## config.mk

```make
export PLATFORM = sky130hd
export DESIGN_NAME = keypad_scanner
export DESIGN_NICKNAME = d
export VERILOG_FILES = /design/src/rtl/keypad_scanner.sv
export SDC_FILE = /design/constraint.sdc
export NUM_CORES = 1
export LEC_CHECK = 0
export ABC_AREA = 1
export CORE_UTILIZATION = 45
export CTS_CLUSTER_DIAMETER = 150
export DETAILED_ROUTE_END_ITERATION = 12
export SETUP_SLACK_MARGIN = 0.02
export SYNTH_ARGS = -nofsm -noshare
export SYNTH_HDL_FRONTEND = slang
export SYNTH_SLANG_ARGS = --single-unit
```

## constraint.sdc

```tcl
create_clock -name clk -period 2.94 [get_ports clk]
set_input_delay 0.588 -clock clk [delete_from_list [all_inputs] [get_ports clk]]
set_output_delay 0.588 -clock clk [all_outputs]
set_load 0.05 [all_outputs]
```

## src/rtl/keypad_scanner.sv

```systemverilog
// keypad_scanner: scans a 4x4 active-low keypad, debounces one key at a time and
// reports its hex code with a one-cycle strobe plus a held-down level.
module keypad_scanner #(
    parameter int SCAN_DIV     = 50000,
    parameter int DEBOUNCE_CNT = 500000
) (
    input  logic       clk,
    input  logic       rst_n,
    input  logic [3:0] col_in,
    output logic [3:0] row_out,
    output logic [3:0] key_code,
    output logic       key_valid,
    output logic       key_down
);
    localparam int SW = $clog2(SCAN_DIV);
    localparam int DW = $clog2(DEBOUNCE_CNT);
    localparam logic [SW-1:0] SLOT_LAST = SW'(SCAN_DIV - 1);
    localparam logic [DW-1:0] DEB_LAST  = DW'(DEBOUNCE_CNT - 1);
    // indexed by {row, col}; row3 carries '*'=E and '#'=F
    localparam logic [3:0] KEYMAP [16] = '{
        4'h1, 4'h2, 4'h3, 4'hA,
        4'h4, 4'h5, 4'h6, 4'hB,
        4'h7, 4'h8, 4'h9, 4'hC,
        4'hE, 4'h0, 4'hF, 4'hD
    };

    typedef enum logic [1:0] {SCAN, DEBOUNCE, PRESSED, RELEASE} state_t;

    state_t        state, state_nx;
    logic [3:0]    sync1, col_s, pat, pat_nx;
    logic [1:0]    row, row_nx, col_idx;
    logic [SW-1:0] slot, slot_nx;
    logic [DW-1:0] cnt, cnt_nx;
    logic [3:0]    code_nx;
    logic          valid_nx, down_nx, accept, done;

    always_ff @(posedge clk or negedge rst_n) begin
        if (!rst_n) begin
            sync1     <= 4'hF;
            col_s     <= 4'hF;
            state     <= SCAN;
            row       <= '0;
            slot      <= '0;
            cnt       <= '0;
            pat       <= 4'hF;
            row_out   <= 4'b1110;
            key_code  <= 4'h0;
            key_valid <= 1'b0;
            key_down  <= 1'b0;
        end else begin
            sync1     <= col_in;
            col_s     <= sync1;
            state     <= state_nx;
            row       <= row_nx;
            slot      <= slot_nx;
            cnt       <= cnt_nx;
            pat       <= pat_nx;
            row_out   <= ~(4'b0001 << row_nx);
            key_code  <= code_nx;
            key_valid <= valid_nx;
            key_down  <= down_nx;
        end
    end

    always_comb begin
        state_nx = state;
        row_nx   = row;
        slot_nx  = slot;
        cnt_nx   = cnt;
        pat_nx   = pat;
        case (state)
            SCAN: begin
                slot_nx = (slot == SLOT_LAST) ? '0 : slot + SW'(1);
                if (slot == SLOT_LAST && col_s != 4'hF) begin
                    state_nx = DEBOUNCE;
                    pat_nx   = col_s;
                    cnt_nx   = '0;
                end else if (slot == SLOT_LAST) begin
                    row_nx = row + 2'd1;
                end
            end
            DEBOUNCE: begin
                state_nx = (col_s != pat) ? SCAN : (cnt == DEB_LAST) ? PRESSED : DEBOUNCE;
                cnt_nx   = (col_s == pat && cnt != DEB_LAST) ? cnt + DW'(1) : cnt;
            end
            PRESSED: begin
                state_nx = (col_s == 4'hF) ? RELEASE : PRESSED;
                cnt_nx   = '0;
            end
            RELEASE: begin
                state_nx = (col_s != 4'hF) ? PRESSED : (cnt == DEB_LAST) ? SCAN : RELEASE;
                cnt_nx   = (col_s == 4'hF && cnt != DEB_LAST) ? cnt + DW'(1) : '0;
                row_nx   = (col_s == 4'hF && cnt == DEB_LAST) ? row + 2'd1 : row;
                slot_nx  = '0;
            end
            default: state_nx = SCAN;
        endcase
    end

    // lowest low column wins when several keys share the frozen row
    assign col_idx = !pat[0] ? 2'd0 : !pat[1] ? 2'd1 : !pat[2] ? 2'd2 : 2'd3;
    assign accept  = state == DEBOUNCE && col_s == pat && cnt == DEB_LAST;
    assign done    = state == RELEASE && col_s == 4'hF && cnt == DEB_LAST;

    always_comb begin
        code_nx  = accept ? KEYMAP[{row, col_idx}] : key_code;
        valid_nx = accept;
        down_nx  = accept ? 1'b1 : done ? 1'b0 : key_down;
    end
endmodule

```

==> impl_metrics.env, run 1 <==
export IMPL_coreArea_um2=8220
export IMPL_fin_util=0.518
export IMPL_highest_layer="met4"
export IMPL_clkTransAtPathRegs_ns=0.08
export IMPL_setup_viol=0
export IMPL_final_period_utilization=0.765
export IMPL_synthCells=519
export IMPL_synthesis_nets=536
export IMPL_synth_area_mux_share=0.00887
export IMPL_cp_end_kind="output port"
export IMPL_reg2reg_setup_slack_ns=0.75
export IMPL_drive_above_1_share=0.110
export IMPL_initial_core_util=0.464
export IMPL_wl_met1_mm=4.36
export IMPL_synthesis_area_um2=3810
export IMPL_clock_sinks=61
export IMPL_instances_no_fill=650
export IMPL_ys_flop_type="dfrtp_1"
export IMPL_nets=557
export IMPL_synth_top_family_by_area="simple AND/OR/NAND/NOR gates"
export IMPL_start_kind="flop"
export IMPL_layout_min_cycle_time_ns=2.25
export IMPL_hold_path_class="input port to async pin"
export IMPL_postPlaceCellArea_um2=4060
export IMPL_synth_area_leader_cell="dfrtp_1"
export IMPL_crit_family="buffers and inverters"
export IMPL_synth_adder_area_share=0.0361
export IMPL_wl_met3_um=435
export IMPL_tritoncts="done"
export IMPL_numCtsBuffers=9
export IMPL_slew_headroom=0.509
export IMPL_cp_slowest_stage_delay_ns=0.79
export IMPL_yosys_top_cells_area="dfrtp_1 30%, nand2_1 16%, dfstp_2 10%"
export IMPL_tns_ns=0
export IMPL_post_cts_setup_buffers=0
export IMPL_num_rows=33
export IMPL_htree_levels=3
export IMPL_critPathSlowestCell="clkdlybuf4s50_1"
export IMPL_async_reset_ff_frac=1.00
export IMPL_worst_r2r_endpoint="key_code[2]$_DFFE_PN0P_"
export IMPL_synth_cell_types=43
export IMPL_cp_required_ns=2.35
export IMPL_wl_met2_mm=3.76
export IMPL_cts_resized=0
export IMPL_area_delta_synth_final_pct=11.7
export IMPL_cp_max_fo=1
export IMPL_worst_pin_slew_ns=0.737
export IMPL_p_leak_nw=1.94
export IMPL_syn_avg_cell_area_um2=7.34
export IMPL_grt_pass1_vias=3110
export IMPL_path_cells="clkdlybuf4s50_1"
export IMPL_fmax_mhz=445
export IMPL_synthTopCellsByCount="161 x nand2_1, 74 x nor2_1, 46 x dfrtp_1"
export IMPL_seq_area_frac_synth=0.406
export IMPL_path_buf_inv=1
export IMPL_reg2reg_depth=8
export IMPL_drc=0
export IMPL_path_class="flop to output port"
export IMPL_synth_xor_area_frac=0.0414
export IMPL_port_buffers=15
export IMPL_die_w_um=94
export IMPL_antenna_found_initial=0
export IMPL_yosys_warnings=0
export IMPL_r2r_start="pat[1]$_DFFE_PN1P_"
export IMPL_die_area_um2=8840
export IMPL_dp_cells=634
export IMPL_synth_edf_count=0
export IMPL_ys_ff_latch=61
export IMPL_holdBufCountCts=0
export IMPL_grt_pass1_wl_mm=14.7
export IMPL_clock_path_buffers=2
export IMPL_synth_most_common_cell="nand2_1"
export IMPL_slew_violations=0
export IMPL_diodes=0
export IMPL_clockRootBuffer="clkbuf_8"
export IMPL_die_y_um=94
export IMPL_p_per_area_nw_per_um2=385
export IMPL_stdcell_area_um2=4260
export IMPL_avgViaCountPerCell=5.16
export IMPL_detail_route_antenna_nets=0
export IMPL_ir_drop_uv=233
export IMPL_io_pins=16
export IMPL_grt_overflow=0
export IMPL_wire_per_inst_um=13.4
export IMPL_maxCapViolations=0
export IMPL_drt_iter0_markers=231
export IMPL_synth_compound_area_frac=0.0818
export IMPL_track_usage=0.219
export IMPL_grt_max_degree=32
export IMPL_status="finished, final reports clean"
export IMPL_clkLatencyLatePin_ns=0.35
export IMPL_worstPathArrival_ns=1.66
export IMPL_dr_pass1_iters=6
export IMPL_hold_viol_final=0
export IMPL_synth_simple_area_share=0.363
export IMPL_fin_skew_ns=0.0147
export IMPL_rsz0062_at_grt="no"
export IMPL_via_count=3356
export IMPL_finalWirelength_mm=8.72
export IMPL_hpwl_mm=6.34
export IMPL_synth_top_cell_area_share=0.302
export IMPL_gp_congestion=0.921
cell usage in the layout, fill, tap and decap left out, types with 2 or more instances in the layout:
cell,count
a21oi_1,12
a22oi_1,2
and3_1,3
buf_4,2
clkbuf_1,2
clkbuf_8,10
clkdlybuf4s50_1,14
clkinv_1,3
clkinv_2,2
dfrtp_1,46
dfstp_2,15
ha_1,11
inv_1,40
inv_2,3
mux2_2,3
nand2_1,161
nand2_2,3
nand3_1,34
nand4_1,14
nor2_1,74
nor2_2,4
nor2_4,3
nor3_1,15
o21ai_0,24
o21ai_1,4
o21ai_2,3
xnor2_1,3
xor2_1,15
logic make-up after synthesis:
family / Yosys count
simple gates: 317
compound gates: 54
fa+ha+maj: 11
flops: 61
mux: 3
buf+inv: 55
xor+xnor: 18
state kept, by name, summed over array words and instances, names as in the netlist, 2 cells and up:
signal	count
cnt	19
col_s	4
key_code	4
pat	4
row	2
row_out	4
slot	16
state	2
sync1	4
per-layer routing:
layer / up-vias / track usage
met5: - / 0
met4: 0 / 0.0949
met3: 16 / 0.0437
met2: 89 / 0.322
met1: 1531 / 0.309
li1: 1720 / -
report_power, final:
| part | leakage, nW | switching (mW) | internal [mW] |
|---|---|---|---|
| sequential | 0.785 | 0.00321 | 0.850 |
| combinational | 1.05 | 0.0239 | 0.0101 |
| clock | 0.0964 | 0.338 | 0.412 |
per-stage QoR:
stage          total power [mW]  setup slack [ns]  hold WS, ns
2_1_floorplan             0.875              1.10        0.292
3_3_place_gp              0.903             0.860        0.346
3_5_place_dp              0.903             0.793        0.347
4_1_cts                    1.66             0.679        0.313
5_1_grt                    1.70             0.477        0.343
6_report                   1.64             0.692        0.291
worst register-to-register path: stages (launching register included):
cell and delay (ns):
dfstp_2 0.55, inv_1 0.05, o21ai_0 0.48, inv_1 0.19
ha_1 0.22, or2_2 0.29, o21ai_0 0.08, a21oi_1 0.08
o21ai_0 0.16
cell type report:
| class | instances | area, um^2 |
|---|---|---|
| Inverter | 47 | 181 |
| Clock inverter | 4 | 47.5 |
| Timing Repair Buffer | 18 | 180 |
| Clock buffer | 12 | 145 |
| Tap cell | 105 | 131 |
| Multi-Input combinational cell | 403 | 2020 |
| Sequential cell | 61 | 1550 |
| Fill cell | 811 | 3960 |
how the worst max path moves through the flow:
stage,start,slack (ns),to,cells after the start
6_report,row_out[1]$_DFF_PN1_,0.69,row_out[1],1
3_5_place_dp,pat[1]$_DFFE_PN1P_,0.79,key_code[2]$_DFFE_PN0P_,8
5_1_grt,pat[1]$_DFFE_PN1P_,0.48,key_code[2]$_DFFE_PN0P_,8
3_3_place_gp,pat[1]$_DFFE_PN1P_,0.86,key_code[2]$_DFFE_PN0P_,8
4_1_cts,row_out[3]$_DFF_PN1_,0.68,row_out[3],1
2_1_floorplan,pat[1]$_DFFE_PN1P_,1.10,key_code[2]$_DFFE_PN0P_,8
(Power assumes the default switching activity.)
==> run 2: changes to the inputs <==
clock period = 2.2 ns   (was 2.94 ns; I/O delays follow)
==> run 2 against run 1 <==
Total power rose by 27%. Critical path depth did not move. Hold slack got worse by 0.20 ns. Register-to-register slack worse by 0.44 ns. Via count is 1.3% lower. Worst setup slack got worse by 0.57 ns.
==> impl_metrics.env, run 2 (same netlist as run 1, synthesis figures left out) <==
export IMPL_status="finished, final reports clean"
export IMPL_port_buffers=15
export IMPL_tritoncts="done"
export IMPL_multi_input_area_um2=2030
export IMPL_fin_skew_ns=0.00839
export IMPL_p_leak_nw=1.95
export IMPL_gp_congestion=0.889
export IMPL_die_w_um=94
export IMPL_dr_pass1_iters=5
export IMPL_num_rows=33
export IMPL_setup_ws_ns=0.117
export IMPL_clkTransAtPathRegs_ns=0.08
export IMPL_maxCapViolations=0
export IMPL_fillers=782
export IMPL_coreArea_um2=8220
export IMPL_clockRootBuffer="clkbuf_8"
export IMPL_numCtsBuffers=9
export IMPL_reg_largest_list="cnt: 19 flops, slot: 16 flops"
export IMPL_final_period_utilization=0.947
export IMPL_cp_end_kind="output port"
export IMPL_via_count=3312
export IMPL_drive_above_1_share=0.127
export IMPL_area_delta_synth_final_pct=12.8
export IMPL_rsz0062_at_grt="no"
export IMPL_largest_register_ffs=19
export IMPL_clkLatencyLatePin_ns=0.35
export IMPL_finalWirelength_mm=8.36
export IMPL_wire_per_inst_um=12.7
export IMPL_cp_max_fo=1
export IMPL_track_usage=0.213
export IMPL_drt_iter0_markers=157
export IMPL_worst_pin_slew_ns=0.497
export IMPL_layout_commonest_cell="nand2_1"
export IMPL_top_register="cnt"
export IMPL_postPlaceCellArea_um2=4120
export IMPL_grt_pass1_wl_mm=14.5
export IMPL_io_pins=16
export IMPL_cp_slowest_stage_delay_ns=0.79
export IMPL_cp_required_ns=1.76
export IMPL_path_cells="clkdlybuf4s50_1"
export IMPL_clock_path_buffers=2
export IMPL_hold_path_class="input port to async pin"
export IMPL_avgViaCountPerCell=5.04
export IMPL_hold_viol_final=0
export IMPL_dp_slack_ns=0.217
export IMPL_detail_route_antenna_nets=0
export IMPL_p_per_area_nw_per_um2=485
export IMPL_die_area_um2=8840
export IMPL_crit_family="buffers and inverters"
export IMPL_grt_pass1_vias=3026
export IMPL_clock_sinks=61
export IMPL_setup_viol=0
export IMPL_path_class="flop to output port"
export IMPL_path_buf_inv=1
export IMPL_worstPathArrival_ns=1.64
export IMPL_die_y_um=94
export IMPL_layout_min_cycle_time_ns=2.08
export IMPL_critPathSlowestCell="clkdlybuf4s50_1"
export IMPL_antenna_found_initial=0
export IMPL_drc=0
export IMPL_fmax_mhz=480
export IMPL_diodes=0
export IMPL_grt_overflow=0
export IMPL_initial_core_util=0.464
export IMPL_grt_max_degree=62
export IMPL_stdcell_area_um2=4300
export IMPL_nets=564
export IMPL_mostFrequentLayoutCells="161 x nand2_1, 74 x nor2_1, 45 x dfrtp_1"
export IMPL_start_kind="flop"
export IMPL_seqCellArea_um2=1550
export IMPL_hpwl_mm=6.13
export IMPL_htree_levels=3
export IMPL_tns_ns=0
export IMPL_ir_drop_uv=380
export IMPL_slew_headroom=0.668
export IMPL_slew_violations=0
run 2: cell type report:
type                       count  share of cell area
timing repair buffer          25              0.0542
sequential                    61               0.360
tap                          105              0.0306
clock buffer                  10              0.0297
inverter                      47              0.0422
clock inverter                 6              0.0116
multi-input combinational    403               0.472
run 2: through the flow:
step	std cells	hold slack [ns]	total power, mW	utilization
floorplan	519	0.144	1.17	-
global placement	641	0.346	1.21	0.501
detailed placement	641	0.347	1.21	0.501
CTS	657	0.0924	2.12	0.522
global route	657	0.114	2.17	0.523
finish	657	0.0897	2.08	0.523
run 2: where the power goes:
| group | switching (mW) | leakage [nW] | internal (mW) |
|---|---|---|---|
| clock | 0.483 | 0.0827 | 0.416 |
| combinational | 0.0308 | 1.09 | 0.0142 |
| sequential | 0.00423 | 0.784 | 1.13 |
| total | 0.518 | 1.95 | 1.56 |
run 2: path summary, 6_finish.rpt:
kind,start,cells after the start,to,slack [ns]
setup / recovery,row_out[3]$_DFF_PN1_,1,row_out[3],0.12
hold / removal,rst_n,2,cnt[5]$_DFFE_PN0P_,0.09
setup reg to reg,pat[1]$_DFFE_PN1P_,9,key_code[2]$_DFFE_PN0P_,0.31
hold reg to reg,sync1[1]$_DFF_PN1_,0,col_s[1]$_DFF_PN1_,0.36
max in group asynchronous,rst_n,2,col_s[2]$_DFF_PN1_,1.80
min in group clk,sync1[1]$_DFF_PN1_,0,col_s[1]$_DFF_PN1_,0.36
run 2: per-layer routing:
| layer | global-route usage | vias up | routed length (um) |
|---|---|---|---|
| li1 | - | 1731 | - |
| met3 | 0.0510 | 9 | 340 |
| met1 | 0.312 | 1496 | 4400 |
| met2 | 0.309 | 76 | 3500 |
| met5 | 0 | - | 0 |
| met4 | 0.0628 | 0 | 106 |
run 2: what timing repair did:
item	4_1_cts	5_1_grt
hold buffers	0	0
endpoints found under the setup margin	0	6
resized for setup	0	2
buffers inserted	0	0
==> run 3: changes to the inputs <==
ABC_CLOCK_PERIOD_IN_PS = 2000   (was default)
PLACE_DENSITY = 0.6   (was default)
clock period = 2 ns   (was 2.2 ns; I/O delays follow)
==> run 3 against run 2 <==
Total power up 19%. Sequential cell count unchanged. Non-clock buffer count up 13.
==> impl_metrics.env, run 3 (same netlist as run 1, synthesis figures left out) <==
export IMPL_ir_drop_uv=340
export IMPL_avgViaCountPerCell=5.14
export IMPL_largest_register_ffs=19
export IMPL_grt_max_degree=42
export IMPL_num_rows=33
export IMPL_numCtsBuffers=9
export IMPL_grt_pass1_vias=3220
export IMPL_path_cells="clkdlybuf4s50_1"
export IMPL_worstPathArrival_ns=1.50
export IMPL_grt_overflow=0
export IMPL_worst_pin_slew_ns=0.501
export IMPL_critPathSlowestCell="clkdlybuf4s50_1"
export IMPL_fmax_mhz=526
export IMPL_area_delta_synth_final_pct=16.5
export IMPL_cp_max_fo=2
export IMPL_layout_min_cycle_time_ns=1.90
export IMPL_dp_cells=648
export IMPL_detail_route_antenna_nets=0
export IMPL_slew_violations=0
export IMPL_clockRootBuffer="clkbuf_8"
export IMPL_drc=0
export IMPL_die_area_um2=8840
export IMPL_p_per_area_nw_per_um2=559
export IMPL_hpwl_mm=6.58
export IMPL_cp_required_ns=1.60
export IMPL_rsz0062_at_grt="yes"
export IMPL_slew_headroom=0.666
export IMPL_top_register="cnt"
export IMPL_holdBufCountCts=0
export IMPL_p_leak_nw=2.04
export IMPL_instances_no_fill=670
export IMPL_diodes=0
export IMPL_coreArea_um2=8220
export IMPL_io_pins=16
export IMPL_antenna_found_initial=0
export IMPL_htree_levels=3
export IMPL_clock_sinks=61
export IMPL_gp_congestion=0.950
export IMPL_power_total_mw=2.48
export IMPL_fin_skew_ns=0.0156
export IMPL_wire_per_inst_um=13.4
export IMPL_track_usage=0.230
export IMPL_hold_path_class="input port to async pin"
export IMPL_stdcell_area_um2=4440
export IMPL_path_class="flop to output port"
export IMPL_port_buffers=15
export IMPL_start_kind="flop"
export IMPL_finalWirelength_mm=8.98
export IMPL_mostFrequentLayoutCells="159 x nand2_1, 73 x nor2_1, 46 x dfrtp_1"
export IMPL_clkLatencyLatePin_ns=0.35
export IMPL_via_count=3447
export IMPL_layout_commonest_cell="nand2_1"
export IMPL_setup_viol=0
export IMPL_crit_family="buffers and inverters"
export IMPL_cp_end_kind="output port"
export IMPL_holdWs_ns=0.0100
export IMPL_postPlaceCellArea_um2=4160
export IMPL_initial_core_util=0.464
export IMPL_clock_path_buffers=2
export IMPL_hold_viol_final=0
export IMPL_tns_ns=0
export IMPL_grt_pass1_wl_mm=15.7
export IMPL_tritoncts="done"
export IMPL_drt_iter0_markers=239
export IMPL_maxCapViolations=0
export IMPL_cp_slowest_stage_delay_ns=0.80
export IMPL_dr_pass1_iters=5
export IMPL_nets=577
export IMPL_clkTransAtPathRegs_ns=0.08
export IMPL_drive_above_1_share=0.159
export IMPL_path_buf_inv=1
export IMPL_die_w_um=94
export IMPL_reg_largest_list="cnt: 19 flops, slot: 16 flops"
export IMPL_die_y_um=94
export IMPL_final_period_utilization=0.951
export IMPL_status="finished, final reports clean"
-- run 3: changes by cell type in the layout (fill, tap and decap cells not counted), moves of 2 or more --
cell             before  now
o21ai_1               4    6
buf_4                 9   24
clkbuf_8              9   11
clkinv_4              4    1
o21ai_0              24   22
clkdlybuf4s50_1      14   11
nand2_2               3    5
nand2_1             161  159
-- run 3: worst paths after layout --
check / from / slack [ns] / cells after the start / end
worst min-delay path: rst_n / 0.01 / 1 / cnt[8]$_DFFE_PN0P_
max in group asynchronous: rst_n / 1.33 / 2 / pat[0]$_DFFE_PN1P_
worst min register to register: sync1[0]$_DFF_PN1_ / 0.36 / 0 / col_s[0]$_DFF_PN1_
worst max register to register: col_s[1]$_DFF_PN1_ / 0.16 / 8 / row_out[3]$_DFF_PN1_
min in group clk: sync1[0]$_DFF_PN1_ / 0.36 / 0 / col_s[0]$_DFF_PN1_
worst max-delay path: key_code[3]$_DFFE_PN0P_ / 0.1 / 1 / key_code[3]
-- run 3: area by class of cell --
type / count / area (um^2)
inverter: 47 / 185
clock buffer: 11 / 151
tap: 105 / 131
clock inverter: 5 / 58.8
fill: 803 / 3780
timing repair buffer: 38 / 327
sequential: 61 / 1550
multi-input combinational: 403 / 2040
-- run 3: routing by layer --
layer  share of wire  vias up  track usage
li1                -     1753            -
met1            0.52     1610        0.338
met2            0.44       74        0.339
met3           0.032       10       0.0453
met4           0.013        0       0.0692
met5               0        -            0
-- run 3: timing repair --
action | CTS | global route
buffers inserted | 0 | 6
resized for setup | 0 | 9
endpoints found under the hold margin | 0 | 0
setup endpoints to repair | 0 | 14
-- run 3: report_power, final --
group / leakage, nW / switching [mW] / internal, mW / total (mW)
clock: 0.102 / 0.529 / 0.643 / 1.17
combinational: 1.15 / 0.0348 / 0.0165 / 0.0513
sequential: 0.785 / 0.00587 / 1.25 / 1.25
total: 2.04 / 0.569 / 1.91 / 2.48
-- run 3: through the flow --
| stage | util | setup WS (ns) |
|---|---|---|
| global route | 0.540 | -0.00494 |
| finish | 0.540 | 0.0980 |
| detailed placement | 0.506 | 0.105 |
| global placement | 0.506 | 0.159 |
| floorplan | - | 0.162 |
| CTS | 0.532 | 0.0717 |
